==> config.mk <==
export PLATFORM = sky130hd
export DESIGN_NAME = sum_latch_uart_tx
export DESIGN_NICKNAME = d
export VERILOG_FILES = /design/src/rtl/sum_latch_pkg.sv /design/src/rtl/sum_latch_uart_tx_byte.sv /design/src/rtl/sum_latch_uart_tx.sv
export SDC_FILE = /design/constraint.sdc
export NUM_CORES = 1
export LEC_CHECK = 0
export CAP_MARGIN = 5
export CORE_UTILIZATION = 56
export CTS_BUF_LIST = sky130_fd_sc_hd__clkbuf_4 sky130_fd_sc_hd__clkbuf_8 sky130_fd_sc_hd__clkbuf_16
export DETAILED_ROUTE_END_ITERATION = 10
export GPL_TIMING_DRIVEN = 0
export PLACE_DENSITY = 0.8
export SLEW_MARGIN = 20
export SYNTH_ARGS = -nofsm -noshare
export SYNTH_HDL_FRONTEND = slang
export SYNTH_SLANG_ARGS = --single-unit
==> constraint.sdc <==
create_clock -name clk -period 4.2 [get_ports clk]
set_input_delay 1.05 -clock clk [delete_from_list [all_inputs] [get_ports clk]]
set_output_delay 1.05 -clock clk [all_outputs]
set_load 0.005 [all_outputs]
==> src/rtl/sum_latch_pkg.sv <==
// sum_latch_pkg: shared UART states, framing constants and byte-count helper
// Macro SUM_LATCH_PARITY_EN adds an even-parity bit (8E1, 11 bits per frame).
package sum_latch_pkg;
   typedef enum logic [2:0] {
      S_IDLE,
      S_START_BIT,
      S_DATA_BITS,
`ifdef SUM_LATCH_PARITY_EN
      S_PARITY_BIT,
`endif
      S_STOP_BIT
   } uart_state_t;
   localparam int DATA_BITS = 8;
   localparam int STOP_BITS = 1;
`ifdef SUM_LATCH_PARITY_EN
   localparam int FRAME_BITS = 1 + DATA_BITS + 1 + STOP_BITS;
`else
   localparam int FRAME_BITS = 1 + DATA_BITS + STOP_BITS;
`endif
   function automatic int nbytes(input int width);
      return (width + 8) / 8;
   endfunction
endpackage

==> src/rtl/sum_latch_uart_tx_byte.sv <==
// uart_tx_byte: serialises one byte as an 8N1 (or 8E1) UART frame
// Ports: clk, rst_n (async active-low), data/load (byte and request, taken in
// IDLE or in the last stop-bit cycle for back-to-back frames), tx (registered
// serial line, idle high), frame_done (high during the last stop-bit cycle).
// Macro SUM_LATCH_PARITY_EN inserts the parity bit.
module uart_tx_byte
   import sum_latch_pkg::*;
#(
   parameter int CLKS_PER_BIT = 434
) (
   input  logic       clk,
   input  logic       rst_n,
   input  logic [7:0] data,
   input  logic       load,
   output logic       tx,
   output logic       frame_done
);
   localparam int CW = $clog2(CLKS_PER_BIT);
   uart_state_t state_q, state_d;
   logic [CW-1:0] cnt_q, cnt_d;
   logic [2:0] bit_q, bit_d;
   logic [7:0] sh_q, sh_d;
   logic tx_q, tx_d;
   logic bit_end;
`ifdef SUM_LATCH_PARITY_EN
   logic par_q, par_d;
`endif
   always_comb begin
      bit_end = cnt_q == CW'(CLKS_PER_BIT - 1);
      frame_done = state_q == S_STOP_BIT && bit_end;
      state_d = state_q;
      cnt_d = (state_q == S_IDLE || bit_end) ? '0 : cnt_q + CW'(1);
      bit_d = bit_q;
      sh_d = sh_q;
`ifdef SUM_LATCH_PARITY_EN
      par_d = par_q;
`endif
      case (state_q)
         S_IDLE:      if (load) state_d = S_START_BIT;
         S_START_BIT: if (bit_end) state_d = S_DATA_BITS;
         S_DATA_BITS: if (bit_end) begin
            sh_d = sh_q >> 1;
            bit_d = bit_q + 3'd1;
`ifdef SUM_LATCH_PARITY_EN
            if (bit_q == 3'd7) state_d = S_PARITY_BIT;
`else
            if (bit_q == 3'd7) state_d = S_STOP_BIT;
`endif
         end
`ifdef SUM_LATCH_PARITY_EN
         S_PARITY_BIT: if (bit_end) state_d = S_STOP_BIT;
`endif
         S_STOP_BIT:  if (bit_end) state_d = load ? S_START_BIT : S_IDLE;
         default:     state_d = S_IDLE;
      endcase
      if (load && (state_q == S_IDLE || frame_done)) begin
         sh_d = data;
`ifdef SUM_LATCH_PARITY_EN
         par_d = ^data;
`endif
      end
      // tx is registered from the next state so the line changes on the same edge as the state
      tx_d = state_d == S_START_BIT ? 1'b0 :
             state_d == S_DATA_BITS ? sh_d[0] :
`ifdef SUM_LATCH_PARITY_EN
             state_d == S_PARITY_BIT ? par_d :
`endif
             1'b1;
   end
   always_ff @(posedge clk or negedge rst_n) begin
      if (!rst_n) begin
         state_q <= S_IDLE;
         cnt_q <= '0;
         bit_q <= '0;
         sh_q <= '0;
         tx_q <= 1'b1;
`ifdef SUM_LATCH_PARITY_EN
         par_q <= 1'b0;
`endif
      end else begin
         state_q <= state_d;
         cnt_q <= cnt_d;
         bit_q <= bit_d;
         sh_q <= sh_d;
         tx_q <= tx_d;
`ifdef SUM_LATCH_PARITY_EN
         par_q <= par_d;
`endif
      end
   end
   assign tx = tx_q;
endmodule

==> src/rtl/sum_latch_uart_tx.sv <==
// sum_latch_uart_tx: latched WIDTH-bit adder whose sum is sent LSB-byte-first over UART
// Ports: clk, rst_n (async active-low), a/b operands, start request,
// sum/carry latched result, tx serial line, busy, done (one-cycle pulse).
// Macro SUM_LATCH_PARITY_EN selects 8E1 framing instead of 8N1.
module sum_latch_uart_tx
   import sum_latch_pkg::*;
#(
   parameter int WIDTH        = 8,
   parameter int CLKS_PER_BIT = 434
) (
   input  logic             clk,
   input  logic             rst_n,
   input  logic [WIDTH-1:0] a,
   input  logic [WIDTH-1:0] b,
   input  logic             start,
   output logic [WIDTH:0]   sum,
   output logic             carry,
   output logic             tx,
   output logic             busy,
   output logic             done
);
   localparam int NBYTES = nbytes(WIDTH);
   localparam int IW = NBYTES > 1 ? $clog2(NBYTES) : 1;
   logic [WIDTH:0] sum_q, sum_d;
   logic [IW-1:0] idx_q, idx_d;
   logic busy_q, busy_d, done_q, done_d;
   logic accept, last, load, frame_done;
   logic [NBYTES*8-1:0] ext_d;
   logic [7:0] byte_d;
   always_comb begin
      accept = start && !busy_q;
      last = idx_q == IW'(NBYTES - 1);
      load = accept || (frame_done && !last);
      sum_d = accept ? {1'b0, a} + {1'b0, b} : sum_q;
      idx_d = accept ? '0 : (frame_done && !last) ? idx_q + IW'(1) : idx_q;
      busy_d = accept ? 1'b1 : (frame_done && last) ? 1'b0 : busy_q;
      done_d = frame_done && last;
      // the byte loaded this edge comes from the next sum/index, covering both a fresh start and a follow-on frame
      ext_d = (NBYTES*8)'(sum_d);
      byte_d = ext_d[8*idx_d +: 8];
   end
   always_ff @(posedge clk or negedge rst_n) begin
      if (!rst_n) begin
         sum_q <= '0;
         idx_q <= '0;
         busy_q <= 1'b0;
         done_q <= 1'b0;
      end else begin
         sum_q <= sum_d;
         idx_q <= idx_d;
         busy_q <= busy_d;
         done_q <= done_d;
      end
   end
   uart_tx_byte #(.CLKS_PER_BIT(CLKS_PER_BIT)) u_tx (
      .clk        (clk),
      .rst_n      (rst_n),
      .data       (byte_d),
      .load       (load),
      .tx         (tx),
      .frame_done (frame_done)
   );
   assign sum = sum_q;
   assign carry = sum_q[WIDTH];
   assign busy = busy_q;
   assign done = done_q;
endmodule
==> flow_summary.ini <==
[final_layout]
areaGrowthSynthToFinish_pct = 22.9
fin_util_pct = 74.0
n_antenna_cell = 0
final_common_cell = dfrtp_1
final_cell_mix = dfrtp_1, clkdlybuf4s50_1, nor2_1
final.fill_count = 267
nNetsFinal = 278
drive_above_1_share_pct = 11.3

[cts]
cts_made_buffers = 5
cts_setup_buffers = 0
cts_root_buffer = clkbuf_4
htreeDepth = 2
cts_sinks = 36
cts_tree = built
clkTransAtPathRegs_ns = 0.11
cts_buffer_depth = 2
clock_latency_ns = 0.33
hold_buffers = 0
cts.repair.resized = 0

[pwr]
power_density_mw_per_mm2 = 285
ir_drop_v = 0.000162
power.total_uw = 721
p_sw_share_pct = 24.9
pwr-share-clk_pct = 33.5
p_seq_share_pct = 51.3
p_int_uw = 542
p_comb_share_pct = 15.3
p_sw_uw = 179
power_leakage_uw = 0.00113

[logic_synthesis]
synthCells = 207
synth_nets = 239
ys_top_cells_by_area = dfrtp_1, ha_1, mux2i_1, nor2_1, nand2_1
synthArstFlopShare_pct = 100
synth_edf_count = 0
syn_avg_cell_area_um2 = 9.94
yosys.area.top_type = dfrtp_1
yosys_warnings = 0
synth_top_area_share_pct = 42.6
synth_seq_area_share_pct = 43.8
synth_top_flop_cell = dfrtp_1
synth_cell_types = 52
syn_area_mm2 = 0.00206
synth-seq-cells = 36

[floorplanning]
die_w_um = 62.6
core_mm2 = 0.00342
num_rows = 21
initial_core_util_pct = 60.3
die_area_mm2 = 0.00392
ioPinCount = 32
dieHeight_um = 62.6

[timing]
clock_skew_ns = 0.00709
rsz0062_at_grt = false
setup_total_negative_slack_ns = 0
min_period_over_period_pct = 76.6
fmax_mhz = 311
finalHoldViolCount = 0
tightest_slew_ns = 1.09
period_minus_slack_ns = 3.22
finalSetupViolations = 0
finalMaxSlewViolations = 0
slew_headroom_pct = 27.4
setup_ws_ns = 0.984

[place]
gp_congestion = 0.861
numPortBuffers = 31
dp_slack_ns = 0.686
dp_hpwl_um = 3540

[critical_path]
cp.required_ns = 4.41
worstPathArrival_ns = 3.43
start_kind = primary input
path_class = primary input to flip-flop
critPathCaptureType = flip-flop
path_max_fanout = 4

[min_path]
hold_path.class = flip-flop to flip-flop

[drt]
vias_per_cell = 5.96
vias = 1747
wl_per_cell_um = 15.8
drt_iter0_drc = 90
drtPass1Iterations = 4
drc = 0
drtAntennaViolNets = 0
routed_wl_um = 4630

[global_route]
grt-ovfl-total = 0
grt_pass1_vias = 1814
grt_usage_pct = 26.5
grt_max_degree = 26
grt_first_pass_wirelength_um = 8240
antenna_found_initial = 0

[flow_run]
drv_cap = 0

[status]
status = finished clean
-- cells by family after synthesis --
kind of cell               after synthesis  synth area share, %
and+or+nand+nor                         73                 19.0
AOI/OAI and AO/OA                       49                 16.4
DFF                                     36                 43.8
buffers and inverters                   15                 3.10
adders and majority gates               13                 8.27
muxes                                   11                 5.47
xor gates and xnor gates                 9                 3.83
other                                    1                0.182
-- path summary, 6_finish.rpt --
check | from | to | slack (ns) | cells past startpoint
setup / recovery | a[1] | sum[7] | 0.98 | 7
hold / removal | sum[5] | sum[5] | 0.49 | 2
setup reg to reg | u_tx.cnt_q[1] | u_tx.sh_q[7] | 1.87 | 7
hold reg to reg | sum[5] | sum[5] | 0.49 | 2
max in group asynchronous | rst_n | u_tx.tx | 3.12 | 2
min in group asynchronous | rst_n | u_tx.state_q[1] | 0.59 | 1
-- state kept, by name (all words and copies together), names as in the netlist, 3 cells and up --
register,flops
sum,9
u_tx.cnt_q,9
u_tx.sh_q,8
u_tx.bit_q,3
u_tx.state_q,3
-- synthesized netlist by cell type, drive strengths merged, types with 3 or more instances --
cell and instances:
or4 3, inv 8, a211oi 4, or3 4, ha 12, a21oi 10
o22ai 4, nor2b 3, dfrtp 35, nor2 20, xnor2 7, buf 5
nand3 10, mux2i 9, o211ai 5, nand2 18, o21ai 10
-- metal layers --
layer	vias to the layer above	wire length [µm]	GRT usage (%)
li1	827	-	-
met3	10	239	4.93
met1	839	1930	32.4
met5	-	0	0
met4	0	59	6.40
met2	71	2400	47.7
-- power by group through the flow --
stage	combinational [µW]	clock [µW]	sequential (µW)
2_1_floorplan	53.1	0	374
3_3_place_gp	103	0	375
3_5_place_dp	110	0	376
4_1_cts	110	244	370
5_1_grt	122	262	372
6_report	110	241	370
-- worst max-delay path, stage by stage --
cell and delay (ns):
clkdlybuf4s50_1 0.47, ha_1 0.33, a211oi_1 0.28, o21bai_1 0.15
a2111oi_0 0.82, or4_1 0.22, o211ai_1 0.10
-- area by class of cell --
class,count,area (µm²),share of cell area (%)
Clock buffer,5,37.5,1.48
Tap cell,46,57.6,2.28
Timing Repair Buffer,32,333,13.2
Multi-Input combinational cell,156,1090,43.2
Buffer,7,33.8,1.34
Inverter,8,30.0,1.19
Sequential cell,36,902,35.7
Clock inverter,3,42.5,1.68
-- metrics by stage --
step	cells	instance area (µm²)	hold slack, ns
floorplan	207	2060	0.453
global placement	284	2430	0.457
detailed placement	285	2450	0.469
CTS	293	2530	0.496
global route	293	2530	0.515
finish	293	2530	0.494
Power figures use the tool's default switching activity.
